--- src/rtl/anycore_l15_reqdecoder.sv ---
// Funnels AnyCore icache-miss, dcache-load-miss and store requests into a single
// L1.5 request port, one request in flight at a time, round-robin IC -> LD -> ST.
module anycore_l15_reqdecoder #(
    parameter int         PADDR_W        = 40,
    parameter logic [2:0] LINE_SIZE_CODE = 3'b111
) (
    input  logic               clk,
    input  logic               rst,
    input  logic               anycore_ic2mem_reqvalid,
    input  logic [PADDR_W-1:0] anycore_ic2mem_reqaddr,
    input  logic               anycore_dc2mem_ldvalid,
    input  logic [PADDR_W-1:0] anycore_dc2mem_ldaddr,
    input  logic               anycore_dc2mem_stvalid,
    input  logic [PADDR_W-1:0] anycore_dc2mem_staddr,
    input  logic [63:0]        anycore_dc2mem_stdata,
    input  logic [1:0]         anycore_dc2mem_stsize,
    output logic               transducer_l15_val,
    output logic [4:0]         transducer_l15_rqtype,
    output logic [2:0]         transducer_l15_size,
    output logic [PADDR_W-1:0] transducer_l15_address,
    output logic [63:0]        transducer_l15_data,
    output logic               transducer_l15_nc,
    output logic               transducer_l15_threadid,
    input  logic               l15_transducer_ack,
    output logic               anycoredecoder_overflow
);
    // Handshake: while val is high every request field is held stable; the
    // request completes on the rising edge where ack is sampled high.
    localparam logic [4:0] LOAD_RQ  = 5'b00000;
    localparam logic [4:0] STORE_RQ = 5'b00001;
    localparam logic [4:0] IMISS_RQ = 5'b10000;

    localparam logic [1:0] CL_IC = 2'd0;
    localparam logic [1:0] CL_LD = 2'd1;
    localparam logic [1:0] CL_ST = 2'd2;

    typedef enum logic {IDLE, REQ} state_t;

    state_t             state, state_nxt;
    logic               ic_pend, ld_pend, st_pend;
    logic [PADDR_W-1:0] ic_addr, ld_addr, st_addr;
    logic [63:0]        st_data;
    logic [1:0]         st_size;
    logic [1:0]         rr, sel, pick;
    logic               any_pend, grant, fire;
    logic               ic_clr, ld_clr, st_clr;
    logic [4:0]         rqtype_q;
    logic [2:0]         size_q;
    logic [PADDR_W-1:0] addr_q;
    logic [63:0]        data_q;

    // L1.5 expects big-endian store data: byte 0 lands in bits [63:56].
    function automatic logic [63:0] swap_bytes(input logic [63:0] d);
        logic [63:0] r;
        for (int i = 0; i < 8; i++) r[8*(7-i) +: 8] = d[8*i +: 8];
        return r;
    endfunction

    assign any_pend = ic_pend | ld_pend | st_pend;
    assign fire     = (state == REQ) && l15_transducer_ack;
    assign ic_clr   = fire && (sel == CL_IC);
    assign ld_clr   = fire && (sel == CL_LD);
    assign st_clr   = fire && (sel == CL_ST);

    always_comb begin
        pick = CL_IC;
        case (rr)
            CL_LD:   pick = ld_pend ? CL_LD : (st_pend ? CL_ST : CL_IC);
            CL_ST:   pick = st_pend ? CL_ST : (ic_pend ? CL_IC : CL_LD);
            default: pick = ic_pend ? CL_IC : (ld_pend ? CL_LD : CL_ST);
        endcase
    end

    always_comb begin
        state_nxt = state;
        grant     = 1'b0;
        case (state)
            IDLE: if (any_pend) begin
                state_nxt = REQ;
                grant     = 1'b1;
            end
            REQ:  if (l15_transducer_ack) state_nxt = IDLE;
            default: state_nxt = IDLE;
        endcase
    end

    always_ff @(posedge clk) begin
        if (rst) state <= IDLE;
        else     state <= state_nxt;
    end

    // A buffer being released by this cycle's ack is free to refill at once.
    always_ff @(posedge clk) begin
        if (rst) begin
            ic_pend                 <= 1'b0;
            ld_pend                 <= 1'b0;
            st_pend                 <= 1'b0;
            anycoredecoder_overflow <= 1'b0;
        end else begin
            if (anycore_ic2mem_reqvalid && (!ic_pend || ic_clr)) begin
                ic_pend <= 1'b1;
                ic_addr <= {anycore_ic2mem_reqaddr[PADDR_W-1:5], 5'b0};
            end else if (ic_clr) begin
                ic_pend <= 1'b0;
            end
            if (anycore_dc2mem_ldvalid && (!ld_pend || ld_clr)) begin
                ld_pend <= 1'b1;
                ld_addr <= {anycore_dc2mem_ldaddr[PADDR_W-1:4], 4'b0};
            end else if (ld_clr) begin
                ld_pend <= 1'b0;
            end
            if (anycore_dc2mem_stvalid && (!st_pend || st_clr)) begin
                st_pend <= 1'b1;
                st_addr <= anycore_dc2mem_staddr;
                st_data <= anycore_dc2mem_stdata;
                st_size <= anycore_dc2mem_stsize;
            end else if (st_clr) begin
                st_pend <= 1'b0;
            end
            if ((anycore_ic2mem_reqvalid && ic_pend && !ic_clr) ||
                (anycore_dc2mem_ldvalid  && ld_pend && !ld_clr) ||
                (anycore_dc2mem_stvalid  && st_pend && !st_clr))
                anycoredecoder_overflow <= 1'b1;
        end
    end

    always_ff @(posedge clk) begin
        if (rst) begin
            rr       <= CL_IC;
            sel      <= CL_IC;
            rqtype_q <= '0;
            size_q   <= '0;
            addr_q   <= '0;
            data_q   <= '0;
        end else if (grant) begin
            sel <= pick;
            case (pick)
                CL_IC: begin
                    rqtype_q <= IMISS_RQ;
                    size_q   <= LINE_SIZE_CODE;
                    addr_q   <= ic_addr;
                    data_q   <= '0;
                end
                CL_LD: begin
                    rqtype_q <= LOAD_RQ;
                    size_q   <= LINE_SIZE_CODE;
                    addr_q   <= ld_addr;
                    data_q   <= '0;
                end
                default: begin
                    rqtype_q <= STORE_RQ;
                    size_q   <= {1'b0, st_size};
                    addr_q   <= st_addr;
                    data_q   <= swap_bytes(st_data);
                end
            endcase
        end else if (fire) begin
            rr       <= (sel == CL_ST) ? CL_IC : sel + 2'd1;
            rqtype_q <= '0;
            size_q   <= '0;
            addr_q   <= '0;
            data_q   <= '0;
        end
    end

    assign transducer_l15_val      = (state == REQ);
    assign transducer_l15_rqtype   = rqtype_q;
    assign transducer_l15_size     = size_q;
    assign transducer_l15_address  = addr_q;
    assign transducer_l15_data     = data_q;
    assign transducer_l15_nc       = 1'b0;
    assign transducer_l15_threadid = 1'b0;

endmodule
--- config.mk ---
export PLATFORM = sky130hd
export DESIGN_NAME = anycore_l15_reqdecoder
export DESIGN_NICKNAME = d
export VERILOG_FILES = /design/src/rtl/anycore_l15_reqdecoder.sv
export SDC_FILE = /design/constraint.sdc
export NUM_CORES = 1
export LEC_CHECK = 0
export CAP_MARGIN = 20
export CORE_ASPECT_RATIO = 1.25
export CORE_MARGIN = 1
export CORE_UTILIZATION = 51
export DETAILED_ROUTE_END_ITERATION = 16
export PLACE_DENSITY_LB_ADDON = 0.1
export SLEW_MARGIN = 0
export SYNTH_ARGS = -nofsm -noshare
export SYNTH_HDL_FRONTEND = slang
export SYNTH_SLANG_ARGS = --single-unit
export TNS_END_PERCENT = 100
--- constraint.sdc ---
create_clock -name clk -period 18.6 [get_ports clk]
set_clock_uncertainty 0.15 [all_clocks]
set_input_delay 4.65 -clock clk [delete_from_list [all_inputs] [get_ports clk]]
set_output_delay 4.65 -clock clk [all_outputs]
set_load 0.1 [all_outputs]
After elaboration in Yosys (flattened, before gate mapping). Index checks and enable logic that the tools add are counted.

Add/subtract/negate cells: 1. Eq/ne operators: 5. Muxes and demuxes: 30. Bitwise logic cells: 5. Reductions and logical operators: 35.

Operators with widths (count): $mux 64 (3); $mux 40 (2); $pmux 40 s2 (1); $logic_and 1x1->1 (13); $mux 2 (6); $mux 1 (10); $mux 5 (2); $pmux 5 s2 (1); $mux 3 (3); $reduce_and 2->1 (4); $reduce_bool 2->1 (4); $eq 2x1->1 const B (3); $logic_not 1->1 (6); $logic_or 1x1->1 (5); $eq 2x2->1 const B (2); $logic_not 2->1 (2); $pmux 2 s2 (1); $not 1->1 (3); $add 2x1->2 const B (1); $or 1x1->1 (2); $pmux 1 s2 (1); $reduce_or 2->1 (1).

Flip-flop bits (word level): 298. Bits of input ports: 192. Output and inout port bits: 116. Logic and storage cells: 92.

Logic depth before layout (Yosys ltp). Gate-level depths: netlist of the first run.

Depth after elaboration: 7. Mapped depth: 10. Gate-level depth less buffers: 6.

Worst setup path before layout of the first run. No wires, ideal clock.

Path type: input to register. Start point: in rst. End point: reg st_addr[0] (enable). Library setup time: 606 ps. Data arrival time: 10142 ps. Data required time: 17844 ps. Path slack: 7702 ps. Stages on the path: 3. Buffers on the path: 1. Path through: clkbuf_1 nand2b_1 a21oi_1.

Cells in the longest elaborated chain, start to end: 2.

RTL lines: from (decl) (RTL line 8) `input logic rst,`; $not 1->1 (no source line); $reduce_and 2->1 (no source line); to (signal assigned) (RTL line 114) `st_addr <= anycore_dc2mem_staddr;`; to (decl) (RTL line 41) `logic [PADDR_W-1:0] ic_addr, ld_addr, st_addr;`.

Every way passes these cells. A chain may end at the register's enable or synchronous reset.

Worst setup path in the final report of the first run.
Start point: in rst. End point: reg st_data[38] (enable).

Cells in the longest elaborated chain, start to end: 2.

RTL lines: $not 1->1 (no source line); $reduce_and 2->1 (no source line); to (signal assigned) (RTL line 115) `st_data <= anycore_dc2mem_stdata;`; to (decl) (RTL line 42) `logic [63:0] st_data;`.

Every way passes these cells.

==> implementation parameters, run 1 <==
Parameter                              Value

Run status
  Run status    finished clean

Critical path
  Slowest cell on the critical path    sky130_fd_sc_hd__clkdlybuf4s50_1
  Reg2reg path depth    6
  Maximum net fanout on the critical path    54
  Arrival time at the worst endpoint    7.30 ns
  Cell-by-cell listing of the critical path    clkdlybuf4s50_1, nand2b_1, a21oi_4, buf_4, buf_4
  Type of element capturing the critical path    flop
  Worst R2R End    transducer_l15_address[13]
  Largest incremental delay on the critical path    0.81 ns
  Critical path data required time    18.62 ns
  Nature of the critical path startpoint    input pin
  WS Path Type    input pin to flop
  Most Frequent Cell on Critical Path    sky130_fd_sc_hd__buf_4
  Startpoint of the lowest-slack register-to-register path    rr[0]
  Setup slack of the most critical reg-to-reg path    15.16 ns

STA
  Endpoints failing hold    0
  Final min period    7.29 ns
  Least-Margin Pin Slew    1.05 ns
  Slew Limit Fails    0
  Achievable Freq    137 MHz
  RSZ-0062 raised after global routing    false
  Worst hold-check slack    0.297 ns
  Final TNS setup    0 ns
  Setup ws final    11.31 ns
  Slew margin rel.    0.297
  Final critical-path share of the clock period    0.392
  Total of endpoints with negative setup slack in the final report    0

Placed design
  Placed standard-cell area    13800 um^2
  Placement Setup Slack    10.73 ns
  Post-detailed-placement half-perimeter wirelength    16200 um
  Total of buffers placed on input and output ports    293
  Placer congestion estimate    0.808

Layout
  Share of post-route cells with drive strength above 1    0.0555
  Area of the multi-input gates    2590 um^2
  Number of nets in the layout    1255
  Cell area after layout    14700 um^2
  Register area    7680 um^2
  Number of filler cells placed in the layout    1394
  Area delta synth->final    37.4%

Yosys
  Post-Syn Area    10700 um^2
  Top FF cell, synth    sky130_fd_sc_hd__edfxtp_1
  Share of the synthesized area in the top cell type    0.498
  Synthesized area divided by synthesized cell count    13.6 um^2
  Top cells by area in the synthesized netlist    sky130_fd_sc_hd__edfxtp_1 50%, sky130_fd_sc_hd__dfxtp_1 22%, sky130_fd_sc_hd__a22o_1 5.6%
  Asr flop ratio synth    0
  Post-synthesis register bit count    295
  Number of warning messages in the yosys log    0
  Post-synth cell types    38
  Most used standard cells in the synthesized netlist    177 x sky130_fd_sc_hd__edfxtp_1, 118 x sky130_fd_sc_hd__dfxtp_1, 78 x sky130_fd_sc_hd__nand2_1
  Post-Syn Instances    784
  Number of enable flip-flop cells after synthesis    177
  Most common cell in the synthesized netlist    sky130_fd_sc_hd__edfxtp_1
  Top cell type by total area after synthesis    sky130_fd_sc_hd__edfxtp_1
  Share of the yosys chip area belonging to registers    0.720

Drt
  Via density per instance    5.29
  Count of vias placed by the detailed router    7158
  1st-pass router iterations    5
  Initial DRC Count    379
  Final routed wirelength across all metal layers    25100 um
  Average wire length per cell after detail routing    18.5 um
  Final antenna-violating net count    0
  Residual DRC    0

Worst hold path
  Kind of path behind the tightest hold check    flop to flop
  WHS Path Cells    1
  Critical hold path startpoint    st_data[34]
  Worst Hold Endpoint    transducer_l15_data[26]

Clock network
  CTS H-tree lvls    1
  CTS Sinks    295
  CTS tree    done
  Post-cts gate resize count    0
  Hold bufs inserted after CTS    0
  Setup bufs post-CTS    0
  Clock insertion delay at the later pin of the skew report    0.54 ns
  Bufs on Longest Clock Path    3
  Number of CTS-inserted buffers    29
  Clock-pin slew reported for the worst setup and hold paths after clock tree synthesis    0.06 ns
  Root buffer cell    sky130_fd_sc_hd__clkbuf_16

Die
  Chip Height    164 um
  Boundary pin count    308
  Core area    20300 um^2
  Placement row count    58
  Chip width    131 um
  Initial core utilization    0.525
  Area of the die    21500 um^2

Power
  Power per cell area    108 nW/um^2
  Power Total    1.59 mW
  Maximum vdd ir drop    0.0000788 V
  Cell leakage power    5.25 nW

GRT
  Grt total ovfl    0
  Overall routing resource usage    0.229
  Initial antenna violation count    0
  Wire length of the first global-routing pass    38200 um
  Via count of the first global-routing pass    7153
  Pin count of the biggest net entering global routing    84

Job
  Max-cap violation count    0
==> stage by stage <==
stage / cells / util
2_1_floorplan: 788 / -
3_3_place_gp: 1300 / 0.677
3_5_place_dp: 1300 / 0.677
4_1_cts: 1352 / 0.721
5_1_grt: 1352 / 0.721
6_report: 1354 / 0.722
==> layout by cell type, fill, tap and decap left out, types with 3 or more instances in the layout <==
| master | synthesis | routed |
|---|---|---|
| sky130_fd_sc_hd__conb_1 | 1 | 5 |
| sky130_fd_sc_hd__a21oi_1 | 46 | 45 |
| sky130_fd_sc_hd__clkbuf_1 | 26 | 13 |
| sky130_fd_sc_hd__nor2b_1 | 39 | 39 |
| sky130_fd_sc_hd__edfxtp_1 | 177 | 177 |
| sky130_fd_sc_hd__nand2b_1 | 5 | 3 |
| sky130_fd_sc_hd__dfxtp_1 | 118 | 117 |
| sky130_fd_sc_hd__a31oi_1 | 3 | 3 |
| sky130_fd_sc_hd__nand2_1 | 78 | 78 |
| sky130_fd_sc_hd__a22o_1 | 68 | 68 |
| sky130_fd_sc_hd__o221ai_1 | 35 | 35 |
| sky130_fd_sc_hd__clkinv_2 | 0 | 4 |
| sky130_fd_sc_hd__nor2_1 | 12 | 12 |
| sky130_fd_sc_hd__clkbuf_8 | 0 | 3 |
| sky130_fd_sc_hd__clkbuf_16 | 0 | 29 |
| sky130_fd_sc_hd__inv_1 | 38 | 38 |
| sky130_fd_sc_hd__nor3_1 | 4 | 4 |
| sky130_fd_sc_hd__clkdlybuf4s50_1 | 0 | 293 |
| sky130_fd_sc_hd__o211ai_1 | 3 | 3 |
| sky130_fd_sc_hd__and2_1 | 36 | 36 |
| sky130_fd_sc_hd__a211oi_1 | 38 | 38 |
| sky130_fd_sc_hd__buf_4 | 10 | 9 |
==> sequential cells by signal, indices dropped and copies added, names as in the netlist, 2 cells and up <==
signal                  flops
ic_addr                    35
ld_addr                    36
rr                          2
sel                         2
st_addr                    40
st_data                    64
st_size                     2
transducer_l15_address     40
transducer_l15_data        64
transducer_l15_rqtype       2
transducer_l15_size         3
==> how the worst max path moves through the flow <==
stage | start | to
2_1_floorplan | rst | st_addr[0]
4_1_cts | rst | st_data[26]
3_3_place_gp | rst | st_data[41]
6_report | rst | st_data[38]
5_1_grt | rst | st_data[34]
3_5_place_dp | rst | st_data[41]
==> cell families (layout without fill, tap and decap cells) <==
kind of cell               count (synthesis)  count (layout)  synth area share
DFF                                      295             295             0.720
buffers and inverters                     98             392            0.0426
and+or+nand+nor                          183             183            0.0889
adders and majority gates                  2               2           0.00234
other                                      1               7          0.000351
AOI/OAI and AO/OA                        205             205             0.146
==> per-layer routing <==
layer / global-route usage / wire length (um) / vias to the layer above
li1: - / - / 3429
met2: 0.385 / 12200 / 272
met1: 0.271 / 9690 / 3403
met3: 0.0716 / 2410 / 54
met4: 0.0962 / 828 / 0
met5: 0.00694 / 0 / -
==> worst max-delay path: cells and delay by family <==
kind	cells	cell delay, ns
AND/OR/NAND/NOR	1	0.37
buffers and inverters	3	2.09
AO/OA/AOI/OAI	1	0.11
==> power breakdown <==
| group | internal (mW) | switching (mW) |
|---|---|---|
| sequential | 0.731 | 0.0181 |
| combinational | 0.0841 | 0.193 |
| clock | 0.328 | 0.235 |
==> cell type report <==
cell class | count | area share
Antenna cell | 2 | 0.000341
Clock buffer | 45 | 0.0556
Clock inverter | 7 | 0.00623
Inverter | 38 | 0.00973
Multi-Input combinational cell | 395 | 0.177
Sequential cell | 295 | 0.524
Tap cell | 270 | 0.0230
Timing Repair Buffer | 302 | 0.205
(Power assumes the default switching activity.)
==> inputs of run 2 (changes only) <==
--- a/config.mk
+++ b/config.mk
@@ -8,7 +8,7 @@
 export CAP_MARGIN = 20
 export CORE_ASPECT_RATIO = 1.25
 export CORE_MARGIN = 1
-export CORE_UTILIZATION = 51
+export CORE_UTILIZATION = 43
 export DETAILED_ROUTE_END_ITERATION = 16
 export PLACE_DENSITY_LB_ADDON = 0.1
 export SLEW_MARGIN = 0
==> constraint.sdc (replaced) <==
create_clock -name clk -period 6.1 [get_ports clk]
set_clock_uncertainty 0.15 [all_clocks]
set_input_delay 1.525 -clock clk [delete_from_list [all_inputs] [get_ports clk]]
set_output_delay 1.525 -clock clk [all_outputs]
set_load 0.1 [all_outputs]
==> run 2 against run 1 <==
  * Count of clock-buffer cells in the layout fell by 6
  * Non-clock buffer count rose by 4
  * Worst setup slack got worse by 9.1 ns
  * Clock power rose to 3.1 times the previous value
  * Flip-flop and latch count did not move
  * Global-route usage fell by 2.7 points
==> implementation parameters, run 2 (synthesized netlist as in run 1, its figures left out) <==
Parameter                              Value

Drt
  Count of vias placed by the detailed router    7074 (-1.2%)
  Initial DRC Count    366 (-3.4%)
  Residual DRC    0 (unchanged)
  Via density per instance    4.98 (-5.8%)
  Final routed wirelength across all metal layers    25800 um (+3.0%)
  1st-pass router iterations    4 (-1)
  Average wire length per cell after detail routing    18.2 um (-1.8%)
  Final antenna-violating net count    0 (unchanged)

Critical path
  Largest incremental delay on the critical path    1.20 ns (+0.39 ns)
  Type of element capturing the critical path    output port
  Critical path data required time    4.43 ns (-14.19 ns)
  Maximum net fanout on the critical path    10 (-81%)
  Worst Path Buf+Inv    1 (-2)
  Slowest cell on the critical path    sky130_fd_sc_hd__clkdlybuf4s50_1
  Crit-path leading delay family    buffers and inverters
  Nature of the critical path startpoint    flop
  Cell-by-cell listing of the critical path    clkdlybuf4s50_1
  Arrival time at the worst endpoint    2.25 ns (-5.05 ns)
  WS Path Type    flop to output port

Placed design
  Post-detailed-placement half-perimeter wirelength    16400 um (+1.3%)
  Total of buffers placed on input and output ports    293 (unchanged)
  Inst Count DP    1364 (+4.9%)
  Placer congestion estimate    0.766 (-5.3%)

STA
  Achievable Freq    255 MHz
  Slew margin rel.    0.284 (-0.0134)
  Slew Limit Fails    0 (unchanged)
  RSZ-0062 raised after global routing    false
  Final min period    3.93 ns
  Endpoints failing hold    0 (unchanged)
  Least-Margin Pin Slew    1.07 ns (+0.0200 ns)
  Final critical-path share of the clock period    0.644
  Total of endpoints with negative setup slack in the final report    0 (unchanged)
  Final TNS setup    0 ns (unchanged)

Run status
  Run status    finished clean

Die
  Core area    24400 um^2 (+20%)
  Chip Height    178 um (+8.8%)
  Boundary pin count    308 (unchanged)
  Initial core utilization    0.437 (-0.0882)
  Chip width    143 um (+8.8%)
  Placement row count    64 (+10%)
  Area of the die    25500 um^2 (+18%)

Clock network
  Clock insertion delay at the later pin of the skew report    0.53 ns (about the same)
  Setup bufs post-CTS    0 (unchanged)
  CTS Sinks    295 (unchanged)
  Root buffer cell    sky130_fd_sc_hd__clkbuf_16
  Hold bufs inserted after CTS    0 (unchanged)
  CTS H-tree lvls    1 (unchanged)
  Post-cts gate resize count    0 (unchanged)
  Clock-pin slew reported for the worst setup and hold paths after clock tree synthesis    0.06 ns (about the same)
  Bufs on Longest Clock Path    3 (unchanged)
  Number of CTS-inserted buffers    29 (unchanged)
  CTS tree    done

GRT
  Grt total ovfl    0 (unchanged)
  Wire length of the first global-routing pass    39100 um (+2.3%)
  Overall routing resource usage    0.201 (-0.0273)
  Via count of the first global-routing pass    7131 (-0.31%)
  Initial antenna violation count    5 (+5)
  Pin count of the biggest net entering global routing    71 (-15%)

Layout
  Area delta synth->final    38.9%
  Number of filler cells placed in the layout    1985 (+42%)
  Most common cell after layout, fill and taps aside    sky130_fd_sc_hd__clkdlybuf4s50_1
  Top library cells by usage in the layout, fill and taps aside    293 x sky130_fd_sc_hd__clkdlybuf4s50_1, 177 x sky130_fd_sc_hd__edfxtp_1, 118 x sky130_fd_sc_hd__dfxtp_1
  Fin cells    1421 (+4.9%)
  Number of nets in the layout    1259 (+0.32%)
  Share of post-route cells with drive strength above 1    0.0672 (+0.0117)
  Utilization after layout    0.607 (-0.115)

Power
  Cell leakage power    5.31 nW (+1.1%)
  Power Total    4.89 mW (+210%)
  Power per cell area    330 nW/um^2 (+200%)
  Maximum vdd ir drop    0.000241 V (+210%)

Job
  Max-cap violation count    0 (unchanged)

Worst hold path
  Kind of path behind the tightest hold check    flop to flop
run 2: changes by cell type in the layout (fill, tap and decap cells not counted), sizes merged, moves of 2 or more:
cell / delta
diode: +2
clkinv: +6
clkbuf: -6
buf: +4
run 2: report_power, final:
part           total (mW)  switching (mW)  internal [mW]
logic               0.857           0.597          0.259
clock network        1.76           0.735           1.02
registers            2.28          0.0482           2.23
total                4.89            1.38           3.51
run 2: path summary, 6_finish.rpt:
check | start | end | slack, ns | depth (start not counted)
setup / recovery | transducer_l15_val | transducer_l15_val | 2.17 | 1
hold / removal | st_data[1] | transducer_l15_data[57] | 0.30 | 1
setup reg to reg | rr[0] | transducer_l15_address[9] | 2.84 | 6
hold reg to reg | st_data[1] | transducer_l15_data[57] | 0.30 | 1
run 2: cell type report:
| type | count | area (um^2) | area share |
|---|---|---|---|
| Tap cell | 330 | 413 | 0.0279 |
| Clock buffer | 39 | 855 | 0.0576 |
| Clock inverter | 14 | 100 | 0.00675 |
| Inverter | 38 | 143 | 0.00962 |
| Antenna cell | 4 | 10.0 | 0.000675 |
| Multi-Input combinational cell | 395 | 2580 | 0.174 |
| Timing Repair Buffer | 306 | 3040 | 0.205 |
| Sequential cell | 295 | 7680 | 0.518 |
run 2: per-layer routing:
metal / GRT usage / part of all wire / vias up
met5: 0 / 0.0010 / -
met4: 0.0573 / 0.018 / 4
met3: 0.0805 / 0.11 / 42
met2: 0.337 / 0.47 / 265
met1: 0.238 / 0.40 / 3316
li1: - / - / 3447
run 2: metrics by stage:
stage	cell area (um^2)	setup WS (ns)	hold WS, ns
floorplan	10700	0.722	0.286
global placement	13900	2.14	0.287
detailed placement	13900	2.11	0.293
CTS	14800	2.15	0.302
global route	14800	2.12	0.318
finish	14800	2.17	0.302
==> inputs of run 3 (changes only) <==
--- a/config.mk
+++ b/config.mk
@@ -8,7 +8,7 @@
 export CAP_MARGIN = 20
 export CORE_ASPECT_RATIO = 1.25
 export CORE_MARGIN = 1
-export CORE_UTILIZATION = 43
+export CORE_UTILIZATION = 47
 export DETAILED_ROUTE_END_ITERATION = 16
 export PLACE_DENSITY_LB_ADDON = 0.1
 export SLEW_MARGIN = 0
==> constraint.sdc (replaced) <==
create_clock -name clk -period 4 [get_ports clk]
set_clock_uncertainty 0.15 [all_clocks]
set_input_delay 1 -clock clk [delete_from_list [all_inputs] [get_ports clk]]
set_output_delay 1 -clock clk [all_outputs]
set_load 0.1 [all_outputs]
==> run 3 against run 2 <==
  * Routed wire length about the same
  * Largest cell class unchanged
  * Clock power increased by 66%
  * Cell count down 3.2%
  * Via count grew 2.1%
  * Global-route usage grew 1.6 points
  * Sequential share of layout area decreased by 0.28 points
  * Count of clock-buffer cells in the layout is 2 lower
  * Highest routed layer unchanged
==> implementation parameters, run 3 (synthesized netlist as in run 1, its figures left out) <==
Parameter                              Value

Clock network
  Number of CTS-inserted buffers    29 (unchanged)
  Hold bufs inserted after CTS    0 (unchanged)
  CTS tree    done
  CTS Sinks    295 (unchanged)
  Root buffer cell    sky130_fd_sc_hd__clkbuf_16
  Clock insertion delay at the later pin of the skew report    0.55 ns (+0.02 ns)
  CTS H-tree lvls    1 (unchanged)
  Clock-pin slew reported for the worst setup and hold paths after clock tree synthesis    0.06 ns (about the same)
  Post-cts gate resize count    0 (unchanged)
  Setup bufs post-CTS    0 (unchanged)
  Bufs on Longest Clock Path    3 (unchanged)

GRT
  Overall routing resource usage    0.217 (+0.0156)
  Pin count of the biggest net entering global routing    84 (+18%)
  Wire length of the first global-routing pass    38500 um (-1.4%)
  Initial antenna violation count    5 (unchanged)
  Via count of the first global-routing pass    7180 (+0.69%)
  Grt total ovfl    0 (unchanged)

Critical path
  Critical path data required time    2.85 ns (-1.58 ns)
  Worst Setup SP    transducer_l15_data[27]
  Nature of the critical path startpoint    flop
  Setup slack of the most critical reg-to-reg path    1.10 ns (-1.74 ns)
  Worst Path Buf+Inv    1 (unchanged)
  Slowest cell on the critical path    sky130_fd_sc_hd__clkdlybuf4s50_1
  Startpoint of the lowest-slack register-to-register path    ld_pend
  Cell-by-cell listing of the critical path    clkdlybuf4s50_1
  WS Path Type    flop to output port
  Maximum net fanout on the critical path    2 (-8)
  Crit-path leading delay family    buffers and inverters
  Arrival time at the worst endpoint    2.08 ns (-0.17 ns)
  Type of element capturing the critical path    output port
  Largest incremental delay on the critical path    1.17 ns (-0.03 ns)

Layout
  Share of post-route cells with drive strength above 1    0.0771 (+0.00991)
  Most common cell after layout, fill and taps aside    sky130_fd_sc_hd__clkdlybuf4s50_1
  Number of nets in the layout    1261 (+0.16%)
  Top library cells by usage in the layout, fill and taps aside    283 x sky130_fd_sc_hd__clkdlybuf4s50_1, 177 x sky130_fd_sc_hd__edfxtp_1, 117 x sky130_fd_sc_hd__dfxtp_1
  Fin cells    1375 (-3.2%)
  Area delta synth->final    39.7%
  Cell area after layout    14900 um^2 (+0.56%)

Die
  Core area    22300 um^2 (-8.7%)
  Boundary pin count    308 (unchanged)
  Area of the die    23300 um^2 (-8.4%)
  Chip width    137 um (-4.3%)
  Placement row count    61 (-4.7%)
  Initial core utilization    0.479 (+0.0419)
  Chip Height    170 um (-4.3%)

Drt
  Residual DRC    0 (unchanged)
  Final routed wirelength across all metal layers    25900 um (about the same)
  Final antenna-violating net count    0 (unchanged)
  Count of vias placed by the detailed router    7222 (+2.1%)
  1st-pass router iterations    4 (unchanged)
  Average wire length per cell after detail routing    18.8 um (+3.4%)
  Via density per instance    5.25 (+5.5%)
  Initial DRC Count    326 (-11%)

STA
  Slew margin rel.    0.304 (+0.0202)
  RSZ-0062 raised after global routing    false
  Achievable Freq    310 MHz
  Slew Limit Fails    0 (unchanged)
  Final TNS setup    0 ns (unchanged)
  Final critical-path share of the clock period    0.806
  Least-Margin Pin Slew    1.04 ns (-0.0303 ns)
  Final min period    3.23 ns
  Total of endpoints with negative setup slack in the final report    0 (unchanged)
  Endpoints failing hold    0 (unchanged)

Worst hold path
  Critical hold path startpoint    st_data[43]
  Kind of path behind the tightest hold check    flop to flop

Power
  Cell leakage power    5.38 nW (+1.3%)
  Maximum vdd ir drop    0.000567 V (+140%)
  Power per cell area    518 nW/um^2 (+57%)

Placed design
  Post-detailed-placement half-perimeter wirelength    16800 um (+1.9%)
  Inst Count DP    1319 (-3.3%)
  Placer congestion estimate    0.804 (+5.1%)
  Placed standard-cell area    13900 um^2 (about the same)
  Total of buffers placed on input and output ports    293 (unchanged)

Run status
  Run status    finished clean

Job
  Max-cap violation count    0 (unchanged)
## run 3: path summary, 6_finish.rpt
kind                                      to  cells past startpoint
setup / recovery     transducer_l15_data[27]                      1
hold / removal       transducer_l15_data[19]                      1
setup reg to reg  transducer_l15_address[34]                      4
hold reg to reg      transducer_l15_data[19]                      1
## run 3: area by class of cell
type	count	area [um^2]
multi-input cells	395	2610
flip-flops and latches	295	7680
fillers	1646	7380
repair buffers	308	3080
well taps	283	354
inverters	38	143
diodes	2	5.00
clock buffers	37	796
clock inverters	17	244
## run 3: stage by stage
stage	hold WS (ns)	setup WS (ns)	utilization	power, mW
2_1_floorplan	0.286	0.124	-	4.41
3_3_place_gp	0.286	0.836	0.622	4.84
4_1_cts	0.304	0.739	0.669	7.79
6_report	0.302	0.775	0.669	7.72
3_5_place_dp	0.293	0.824	0.622	4.86
5_1_grt	0.319	0.712	0.669	7.96
## run 3: report_power, final
group | internal (mW) | switching [mW] | leakage [nW]
Clock | 1.79 | 1.14 | 0.505
Sequential | 3.40 | 0.0867 | 2.60
Combinational | 0.403 | 0.903 | 2.27
Total | 5.59 | 2.13 | 5.38
## run 3: layer usage
layer	GRT usage	wire length [um]
met3	0.0834	2680
met2	0.360	12500
met1	0.255	9910
met5	0	24
met4	0.0744	690
## run 3: worst reg2reg max path, stage by stage (launching register included)
cell and delay [ns]:
sky130_fd_sc_hd__dfxtp_2 0.91, sky130_fd_sc_hd__nor2b_1 0.11, sky130_fd_sc_hd__o21ai_1 0.56, sky130_fd_sc_hd__a21bo_2 0.80
sky130_fd_sc_hd__o221ai_1 0.22
